`src/rtl/jt51_wrqueue.sv`:
```
// -----------------------------------------------------------------------------
// jt51_wrqueue
// Host-side write buffer that sits directly in front of the JT51 register
// interface. The host pushes {register, value} pairs at full clk rate. Each
// pair is replayed as an address write (a0=0), then GAP idle cycles, then a
// data write (a0=1). After the data write the engine waits for the register
// block's busy flag to drop before it retires the entry. The host never has
// to poll busy.
//
// Optional feature, selected at compile time:
//   JT51_WRQ_ADDR_CACHE_EN
//     The engine remembers the last register address it wrote. When the next
//     entry targets the same register, the address strobe and the gap are
//     skipped and only the data strobe is issued.
//
// Parameters
//   AW   log2 of the FIFO depth (entries are 16 bits wide)
//   GAP  idle cycles with write=0 between the address and data strobes (1..3)
//
// Ports
//   clk, rst      clock, asynchronous active-high reset
//   host_wr       push strobe, one entry per cycle while high
//   host_addr     register number of the pushed entry
//   host_data     value of the pushed entry
//   host_full     FIFO holds 2**AW entries
//   host_empty    FIFO empty and engine idle
//   host_level    stored entries; the entry being replayed still counts
//   ovf           sticky flag, set when a push is dropped
//   ovf_clr       clears ovf (a simultaneous drop wins)
//   write         single-cycle write strobe to the register block
//   a0            0 = address phase, 1 = data phase
//   din           address or data byte for the register block
//   busy          busy flag returned by the register block
//   dbg_state     current engine state (state_t encoding)
//
// Handshake: host_wr has no back-pressure. A push is accepted when the FIFO
// has room, or when it is full and the head is retired in the same cycle;
// otherwise it is dropped and ovf records the loss.
// -----------------------------------------------------------------------------
module jt51_wrqueue #(
  parameter int AW  = 3,
  parameter int GAP = 1
) (
  input  logic          clk,
  input  logic          rst,
  input  logic          host_wr,
  input  logic [7:0]    host_addr,
  input  logic [7:0]    host_data,
  output logic          host_full,
  output logic          host_empty,
  output logic [AW:0]   host_level,
  output logic          ovf,
  input  logic          ovf_clr,
  output logic          write,
  output logic          a0,
  output logic [7:0]    din,
  input  logic          busy,
  output logic [2:0]    dbg_state
);

  typedef enum logic [2:0] {
    S_IDLE   = 3'd0,
    S_ADDR   = 3'd1,
    S_GAP    = 3'd2,
    S_DATA   = 3'd3,
    S_SETTLE = 3'd4,
    S_WAIT   = 3'd5
  } state_t;

  localparam int          DEPTH    = 1 << AW;
  localparam logic [AW:0] DEPTH_L  = (AW+1)'(DEPTH);
  localparam logic [1:0]  GAP_LAST = 2'(GAP - 1);

  // ---------------------------------------------------------------------------
  // FIFO storage
  // ---------------------------------------------------------------------------
  logic [15:0]   mem [DEPTH];
  logic [AW-1:0] wr_ptr;
  logic [AW-1:0] rd_ptr;
  logic [AW:0]   level;
  logic [AW:0]   level_nxt;
  logic          push_ok;
  logic          pop;
  logic [7:0]    head_addr;
  logic [7:0]    head_data;

  assign head_addr = mem[rd_ptr][15:8];
  assign head_data = mem[rd_ptr][7:0];

  // When full, the head slot is free to be overwritten on the very edge that
  // retires it, since wr_ptr == rd_ptr and rd_ptr moves on at that edge.
  assign push_ok = host_wr && ((level != DEPTH_L) || pop);

  always_comb begin
    level_nxt = level;
    case ({push_ok, pop})
      2'b10:   level_nxt = level + (AW+1)'(1);
      2'b01:   level_nxt = level - (AW+1)'(1);
      default: level_nxt = level;
    endcase
  end

  always_ff @(posedge clk) begin
    if (push_ok) mem[wr_ptr] <= {host_addr, host_data};
  end

  always_ff @(posedge clk or posedge rst) begin
    if (rst) begin
      wr_ptr <= '0;
      rd_ptr <= '0;
      level  <= '0;
      ovf    <= 1'b0;
    end else begin
      if (push_ok) wr_ptr <= wr_ptr + AW'(1);
      if (pop)     rd_ptr <= rd_ptr + AW'(1);
      level <= level_nxt;
      // A dropped push takes priority over a clear in the same cycle.
      if (host_wr && !push_ok) ovf <= 1'b1;
      else if (ovf_clr)        ovf <= 1'b0;
    end
  end

  // ---------------------------------------------------------------------------
  // Replay engine
  // write/a0/din are registered alongside the state, so write is high exactly
  // while the engine sits in ADDR or DATA and a0/din hold between strobes.
  // ---------------------------------------------------------------------------
  state_t     state;
  state_t     state_nxt;
  logic [1:0] gap_cnt;
  logic [1:0] gap_cnt_nxt;
  logic       write_nxt;
  logic       a0_nxt;
  logic [7:0] din_nxt;

`ifdef JT51_WRQ_ADDR_CACHE_EN
  logic [7:0] last_addr;
  logic       last_valid;
  logic       cache_hit;
  logic       cache_load;

  assign cache_hit = last_valid && (head_addr == last_addr);
`endif

  always_comb begin
    state_nxt   = state;
    gap_cnt_nxt = gap_cnt;
    write_nxt   = 1'b0;
    a0_nxt      = a0;
    din_nxt     = din;
    pop         = 1'b0;
`ifdef JT51_WRQ_ADDR_CACHE_EN
    cache_load  = 1'b0;
`endif
    case (state)
      S_IDLE: begin
        if (level != '0) begin
`ifdef JT51_WRQ_ADDR_CACHE_EN
          if (cache_hit) begin
            state_nxt = S_DATA;
            write_nxt = 1'b1;
            a0_nxt    = 1'b1;
            din_nxt   = head_data;
          end else begin
            state_nxt  = S_ADDR;
            write_nxt  = 1'b1;
            a0_nxt     = 1'b0;
            din_nxt    = head_addr;
            cache_load = 1'b1;
          end
`else
          state_nxt = S_ADDR;
          write_nxt = 1'b1;
          a0_nxt    = 1'b0;
          din_nxt   = head_addr;
`endif
        end
      end
      S_ADDR: begin
        state_nxt   = S_GAP;
        gap_cnt_nxt = 2'd0;
      end
      S_GAP: begin
        if (gap_cnt == GAP_LAST) begin
          state_nxt = S_DATA;
          write_nxt = 1'b1;
          a0_nxt    = 1'b1;
          din_nxt   = head_data;
        end else begin
          gap_cnt_nxt = gap_cnt + 2'd1;
        end
      end
      S_DATA: begin
        state_nxt = S_SETTLE;
      end
      // busy rises on the edge that samples the data strobe, so it is only
      // trustworthy from the following cycle on.
      S_SETTLE: begin
        state_nxt = S_WAIT;
      end
      S_WAIT: begin
        if (!busy) begin
          pop       = 1'b1;
          state_nxt = S_IDLE;
        end
      end
      default: begin
        state_nxt = S_IDLE;
      end
    endcase
  end

  always_ff @(posedge clk or posedge rst) begin
    if (rst) begin
      state   <= S_IDLE;
      gap_cnt <= 2'd0;
      write   <= 1'b0;
      a0      <= 1'b0;
      din     <= 8'd0;
    end else begin
      state   <= state_nxt;
      gap_cnt <= gap_cnt_nxt;
      write   <= write_nxt;
      a0      <= a0_nxt;
      din     <= din_nxt;
    end
  end

`ifdef JT51_WRQ_ADDR_CACHE_EN
  always_ff @(posedge clk or posedge rst) begin
    if (rst) begin
      last_addr  <= 8'd0;
      last_valid <= 1'b0;
    end else if (cache_load) begin
      last_addr  <= head_addr;
      last_valid <= 1'b1;
    end
  end
`endif

  // ---------------------------------------------------------------------------
  // Status
  // ---------------------------------------------------------------------------
  assign host_level = level;
  assign host_full  = (level == DEPTH_L);
  assign host_empty = (level == '0) && (state == S_IDLE);
  assign dbg_state  = state;

endmodule

```
`config.mk`:
```
export PLATFORM = sky130hd
export DESIGN_NAME = jt51_wrqueue
export DESIGN_NICKNAME = d
export VERILOG_FILES = /design/src/rtl/jt51_wrqueue.sv
export SDC_FILE = /design/constraint.sdc
export NUM_CORES = 1
export LEC_CHECK = 0
export BUFFER_PORTS_ARGS = -buffer_cell sky130_fd_sc_hd__clkbuf_2
export CAP_MARGIN = 0
export CORE_MARGIN = 2
export CORE_UTILIZATION = 57
export DETAILED_ROUTE_END_ITERATION = 8
export GPL_ROUTABILITY_DRIVEN = 1
export GPL_TIMING_DRIVEN = 0
export PLACE_DENSITY = 0.75
export SLEW_MARGIN = 20
export SYNTH_ARGS = -nofsm -noshare
export SYNTH_HDL_FRONTEND = slang
export SYNTH_SLANG_ARGS = --single-unit
```
`constraint.sdc`:
```
create_clock -name clk -period 3.6 [get_ports clk]
set_clock_uncertainty 0.1 [all_clocks]
set_input_delay 0.9 -clock clk [delete_from_list [all_inputs] [get_ports clk]]
set_output_delay 0.9 -clock clk [all_outputs]
set_load 0.05 [all_outputs]
```
==> results.cfg, run 1 <==
[yosys]
synthTopCellsByArea = edfxtp_1 (62%), dfrtp_1 (10%), mux4_1 (6.3%)
async_flop_share_pct = 16.9
ys.flop_type = edfxtp_1
synth_common_cells = edfxtp_1 (128), dfrtp_1 (26), nand2_1 (20)
synth_top_cell_area_share_pct = 61.7
yosysMostFrequentCell = edfxtp_1
yosysUniqueCellTypes = 44
synth_cells = 320
synth_top_cell_by_area = edfxtp_1
synth_area_um2 = 6230
synth_warnings = 0
synth.ff_latch_count = 154
ys_seq_area_share_pct = 72.1
avgSynthCellArea_um2 = 19.5
synthesis.nets = 347
synth_edf_count = 128

[timing]
period_needed_ns = 3.09
finalSetupViolations = 0
finalSetupTns_ns = 0
hold-worst-slack_ns = 0.339
maxSlewHeadroom_pct = 34.7
fin_crit_sh_pct = 85.8
slew_viol_final = 0
worst_pin_slew_ns = 0.977
timing.fmax_ghz = 0.324
grt_setup_unrepaired = no
finalHoldViolCount = 0
setup_slack_ns = 0.510

[placement]
post-dp-hpwl_um = 8110
placed_area_um2 = 6760
dp.cells = 510
io_buffers = 40
gp_congestion = 0.759
pre_cts_slack_ns = 0.382

[floorplanning]
initial_utilization_pct = 58.0
die_x_um = 109
die_h_um = 109
rows = 38
ios = 41
die-area_um2 = 11800
core-area_um2 = 10700

[pwr]
leakagePower_nw = 2.69
powerDensity_nw_per_um2 = 871
vdd_ir_drop_max_mv = 0.493
p_total_mw = 6.40

[worst_setup_path]
startpoint_type = flop
cp.required_ns = 2.60
crit_path_end_kind = primary output
path_max_fanout = 7
worstSetupPathType = reg2out
worst_ep_arrival_time_ns = 2.09

[cts]
cts-root-buf = clkbuf_8
path_clk_slew_ns = 0.06
clk_latency_ns = 0.54
htreeDepth = 4
cts.path.max_buffers = 2
cts_tree = built
clock_sinks = 154
cts_resized = 0
cts_buffers = 17
holdBufCountCts = 0
cts_setup_buffers = 0

[global_routing]
grt_pass1_vias = 3229
gr-total-overflow = 0
antenna_found_initial = 0
grt_max_degree = 27
grt_pass1_wl_um = 19000
grt_use_total_pct = 23.1

[layout]
multi_input_area_um2 = 1580
num-fill-cells = 663
stdcell_area_um2 = 7350
final_core_util_pct = 68.4
regArea_um2 = 4490
antenna_cells = 0
nets = 416
layout.cells.non_filler = 540
syn2layout_area_growth_pct = 18.0
drive_above_1_share_pct = 31.5

[routing]
via_per_inst = 5.96
drc = 0
dr.first_iter.drc_count = 274
wl_um = 12300
dr.pass1.iters = 5
wire_per_inst_um = 22.9
ant_nets = 0
vias = 3216

[min_path]
hp-class = in2async

[run]
cap_viol_max_count = 0

[run_status]
outcome = finished, final reports clean
area by class of cell:
cell class / instances / share of cell area (%)
Buffer: 14 / 2.08
Clock buffer: 18 / 5.69
Clock inverter: 12 / 2.38
Inverter: 10 / 0.511
Multi-Input combinational cell: 142 / 21.5
Sequential cell: 154 / 61.2
Tap cell: 140 / 2.38
Timing Repair Buffer: 50 / 4.36
sequential cells by signal (all words and copies together), names as in the netlist:
name and flops:
din 8, a0 1, dbg_state 3, host_level 4, ovf 1, write 1, wr_ptr 3, rd_ptr 3
mem 128, gap_cnt 2
power by group:
group | switching, mW | internal [mW] | leakage, nW
clock network | 0.685 | 1.12 | 0.285
registers | 0.179 | 2.28 | 1.49
logic | 1.28 | 0.856 | 0.921
total | 2.14 | 4.26 | 2.69
worst max-delay path, stage by stage, from the launching register on:
cell      delay, ns
dfrtp_1        0.45
or4b_2         0.74
inv_1          0.10
clkbuf_2       0.27
per-layer routing:
metal  routed length [um]  GRT usage [%]  vias to the layer above
li1                     -              -                     1437
met4                  133           7.69                        0
met1                 5240           31.8                     1663
met5                    0              0                        -
met2                 6330           36.7                      106
met3                  653           5.67                       10
placed cells by master, fill, tap and decap left out, types with 5 or more instances in the layout:
cell	instances
o21ai_1	8
nor2_2	7
xor2_1	5
mux4_1	15
mux4_2	17
clkbuf_16	16
clkbuf_2	40
a21oi_1	6
edfxtp_1	128
dfrtp_1	26
inv_1	9
a22o_1	10
nand2_1	20
ha_1	6
buf_6	9
a221oi_1	8
worst paths after layout:
| path | depth (start not counted) | end | slack, ns | from |
|---|---|---|---|---|
| min | 2 | host_level[3] | 0.34 | rst |
| min reg2reg | 2 | din[2] | 0.40 | din[2] |
| min in group clk | 2 | din[2] | 0.40 | din[2] |
| max in group asynchronous | 2 | wr_ptr[1] | 2.62 | rst |
| max | 3 | host_full | 0.51 | host_level[0] |
| max reg2reg | 10 | host_level[2] | 0.76 | host_level[0] |
kinds of logic after synthesis:
group / synth area share, %
flip-flops: 72.1
buffers and inverters: 3.05
AND/OR/NAND/NOR: 4.32
multiplexers: 12.8
adder cells (fa/ha/maj): 1.21
XOR/XNOR: 1.27
AO/OA/AOI/OAI: 5.18
No activity file was read; power rests on OpenSTA's default activity.
==> run 2: changes to the inputs <==
Settings changed: PLACE_DENSITY 0.75 to 0.83.
==> results.cfg, run 2 (synthesized netlist as in run 1, its figures left out) <==
[run_status]
outcome = finished, final reports clean

[routing]
wl_um = 11900
vias = 3208
wire_per_inst_um = 22.0
drc = 0
ant_nets = 0
dr.first_iter.drc_count = 326
dr.pass1.iters = 5
via_per_inst = 5.92

[worst_setup_path]
path_buf_inv = 2
cpPeakStageDelay_ns = 0.74
critical-path-slowest-cell = or4b_2
path_max_fanout = 7
startpoint_type = flop
worstSetupPathType = reg2out
path_delay_family = simple AND/OR/NAND/NOR gates
crit_chain = or4b_2, inv_1, clkbuf_2
rrSetupSlack_ns = 0.76
crit_path_end_kind = primary output
cp.required_ns = 2.60
worst_ep_arrival_time_ns = 2.07

[placement]
io_buffers = 40
dp.cells = 510
placed_area_um2 = 6760
pre_cts_slack_ns = 0.396
gp_congestion = 0.732
post-dp-hpwl_um = 7700

[timing]
period_needed_ns = 3.07
slew_viol_final = 0
finalSetupTns_ns = 0
setup_slack_ns = 0.531
hold-worst-slack_ns = 0.324
timing.fmax_ghz = 0.326
worst_pin_slew_ns = 1.06
finalSetupViolations = 0
grt_setup_unrepaired = no
fin_crit_sh_pct = 85.2
finalHoldViolCount = 0
maxSlewHeadroom_pct = 29.3

[cts]
cts_buffers = 17
cts-root-buf = clkbuf_8
clk_latency_ns = 0.54
cts_setup_buffers = 0
clock_sinks = 154
cts_resized = 0
path_clk_slew_ns = 0.07
cts.path.max_buffers = 2
holdBufCountCts = 0
cts_tree = built
htreeDepth = 4

[pwr]
seqPwrFrac_pct = 38.9
swShare_pct = 34.2
switching_power_mw = 2.16
vdd_ir_drop_max_mv = 0.549
p_total_mw = 6.32
combPwrFrac_pct = 33.5
leakagePower_nw = 2.70
powerDensity_nw_per_um2 = 860
p_clk_share_pct = 27.6
p_int_mw = 4.16

[floorplanning]
die_x_um = 109
ios = 41
die-area_um2 = 11800
initial_utilization_pct = 58.0
rows = 38
core-area_um2 = 10700
die_h_um = 109

[min_path]
hp-class = in2async

[layout]
final_core_util_pct = 68.4
stdcell_area_um2 = 7350
antenna_cells = 0
layout_commonest_cell = edfxtp_1
nets = 416
largest_reg_flops = 128
layout.cells.non_filler = 542
most-common-layout-cells = edfxtp_1 (128), clkbuf_2 (40), dfrtp_1 (26)
syn2layout_area_growth_pct = 18.0
top_register = mem
num-fill-cells = 681
drive_above_1_share_pct = 32.3

[global_routing]
grt_use_total_pct = 22.3
gr-total-overflow = 0
grt_max_degree = 27
antenna_found_initial = 0
grt_pass1_vias = 3270
grt_pass1_wl_um = 18200

[run]
cap_viol_max_count = 0
[run 2: changes by cell type in the layout (fill, tap and decap cells not counted), moves of 2 or more]
cell / previous run / this run
buf_4: 3 / 1
buf_6: 9 / 12
bufinv_16: 4 / 1
clkbuf_16: 16 / 18
clkinvlp_4: 2 / 0
inv_6: 1 / 6
[run 2: power groups by stage]
stage / registers (mW) / logic [mW] / clock network, mW
after floorplan: 2.78 / 1.24 / 0
final: 2.46 / 2.12 / 1.74
after global placement: 2.47 / 2.00 / 0
after CTS: 2.46 / 2.14 / 1.76
after detailed placement: 2.49 / 2.12 / 0
after global routing: 2.49 / 2.28 / 1.83
[run 2: path summary, 6_finish.rpt]
check | startpoint | end | cells past startpoint
worst max register to register | host_level[0] | host_level[2] | 10
worst min-delay path | rst | host_level[2] | 2
worst min register to register | din[4] | din[4] | 2
worst max-delay path | host_level[0] | host_full | 3
max in group asynchronous | rst | din[0] | 2
min in group clk | din[4] | din[4] | 2
[run 2: per-layer routing]
layer  vias up  global-route usage, %  part of all wire [%]
met5         -                      0                     0
met1      1599                   27.7                    40
met3        26                   6.81                   6.9
li1       1448                      -                     -
met2       135                   37.3                    51
met4         0                   8.33                   1.9
[run 2: layout make-up]
class | instances | area [um2] | share of cell area [%]
flip-flops and latches | 154 | 4490 | 61.2
clock inverters | 13 | 125 | 1.70
multi-input cells | 142 | 1580 | 21.5
clock buffers | 19 | 464 | 6.32
inverters | 10 | 37.5 | 0.511
plain buffers | 14 | 153 | 2.08
well taps | 140 | 175 | 2.38
repair buffers | 50 | 324 | 4.41
==> run 3: changes to the inputs <==
==> constraint.sdc (replaced) <==
create_clock -name clk -period 3.6 [get_ports clk]
set_clock_uncertainty 0.1 [all_clocks]
set_input_delay 0.18 -clock clk [delete_from_list [all_inputs] [get_ports clk]]
set_output_delay 0.18 -clock clk [all_outputs]
set_load 0.05 [all_outputs]
==> results.cfg, run 3 (synthesized netlist as in run 1, its figures left out) <==
[worst_setup_path]
worst_ep_arrival_time_ns = 3.15
crit_path_end_kind = flop
cp.required_ns = 3.90
worstSetupPathType = reg2reg
critPathLaunch = host_level[0]
reg2reg_from = host_level[0]
startpoint_type = flop
path_max_fanout = 7
reg2reg_depth = 10

[timing]
timing.fmax_ghz = 0.351
finalSetupViolations = 0
worst_pin_slew_ns = 1.01
setup_slack_ns = 0.748
maxSlewHeadroom_pct = 32.8
hold-worst-slack_ns = 0.180
slew_viol_final = 0
finalHoldViolCount = 0
fin_crit_sh_pct = 79.2
grt_setup_unrepaired = no
period_needed_ns = 2.85

[layout]
largest_reg_flops = 128
nets = 437
final_core_util_pct = 70.2
antenna_cells = 0
layout_commonest_cell = edfxtp_1
syn2layout_area_growth_pct = 21.0
most-common-layout-cells = edfxtp_1 (128), clkbuf_2 (40), dfrtp_1 (26)
num-fill-cells = 694
layout.cells.non_filler = 563
drive_above_1_share_pct = 30.0
top_register = mem

[global_routing]
grt_max_degree = 27
grt_pass1_wl_um = 18400
grt_use_total_pct = 22.2
grt_pass1_vias = 3271
gr-total-overflow = 0
antenna_found_initial = 0

[cts]
path_clk_slew_ns = 0.07
cts_buffers = 17
cts_tree = built
cts-root-buf = clkbuf_8
cts.path.max_buffers = 2
clock_sinks = 154
clk_latency_ns = 0.52
htreeDepth = 4

[placement]
io_buffers = 40
pre_cts_slack_ns = 0.760
post-dp-hpwl_um = 7720
dp.cells = 510
gp_congestion = 0.748

[floorplanning]
rows = 38
initial_utilization_pct = 58.0
core-area_um2 = 10700
die_h_um = 109
die_x_um = 109
die-area_um2 = 11800
ios = 41

[run_status]
outcome = finished, final reports clean

[routing]
wire_per_inst_um = 20.8
dr.first_iter.drc_count = 252
drc = 0
dr.pass1.iters = 4
wl_um = 11700
vias = 3252
via_per_inst = 5.78
ant_nets = 0

[pwr]
powerDensity_nw_per_um2 = 840
leakagePower_nw = 2.78
vdd_ir_drop_max_mv = 0.564

[run]
cap_viol_max_count = 0

[min_path]
hp-class = in2async
-- run 3: cell type report --
| cell class | count | area, um2 | share of cell area, % |
|---|---|---|---|
| well taps | 140 | 175 | 2.32 |
| repair buffers | 71 | 527 | 6.99 |
| plain buffers | 14 | 153 | 2.02 |
| flip-flops and latches | 154 | 4490 | 59.6 |
| clock inverters | 15 | 170 | 2.26 |
| inverters | 10 | 37.5 | 0.498 |
| multi-input cells | 142 | 1570 | 20.8 |
| clock buffers | 17 | 414 | 5.49 |
-- run 3: timing repair --
| item | CTS | global route |
|---|---|---|
| buffers inserted | 0 | 0 |
| endpoints found under the hold margin | 158 | 0 |
| hold buffers | 21 | 0 |
| resized for setup | 0 | 0 |
| setup endpoints to repair | 0 | 0 |
-- run 3: worst max-delay path, cell delays in order, from the launching register on --
cell,delay [ns]
dfrtp_1,0.46
or4b_2,0.73
o21a_1,0.24
inv_1,0.15
ha_1,0.27
xor2_1,0.10
ha_1,0.19
a21oi_1,0.14
xor2_1,0.15
nor2_1,0.06
xor2_1,0.14
-- run 3: path summary, 6_finish.rpt --
path,slack [ns],end
worst max-delay path,0.75,host_level[2]
worst min-delay path,0.18,dbg_state[1]
worst max register to register,0.75,host_level[2]
worst min register to register,0.38,din[2]
max in group asynchronous,2.79,din[2]
min in group clk,0.38,mem[5][3]
-- run 3: per-layer routing --
layer	up-vias	routed length (um)	GRT usage [%]
li1	1484	-	-
met1	1655	4890	30.0
met2	99	5950	35.5
met3	14	699	5.85
met4	0	175	7.42
met5	-	0	0
-- run 3: metrics by stage --
stage | instance area [um2] | TNS [ns] | power [mW]
2_1_floorplan | 6230 | 0 | 4.01
3_3_place_gp | 6610 | -13.85 | 4.46
3_5_place_dp | 6750 | 0 | 4.60
4_1_cts | 7540 | 0 | 6.38
5_1_grt | 7540 | 0 | 6.64
6_report | 7540 | 0 | 6.34
-- run 3: power by group --
part | internal (mW) | switching, mW
clock | 1.05 | 0.688
sequential | 2.28 | 0.176
combinational | 0.874 | 1.26
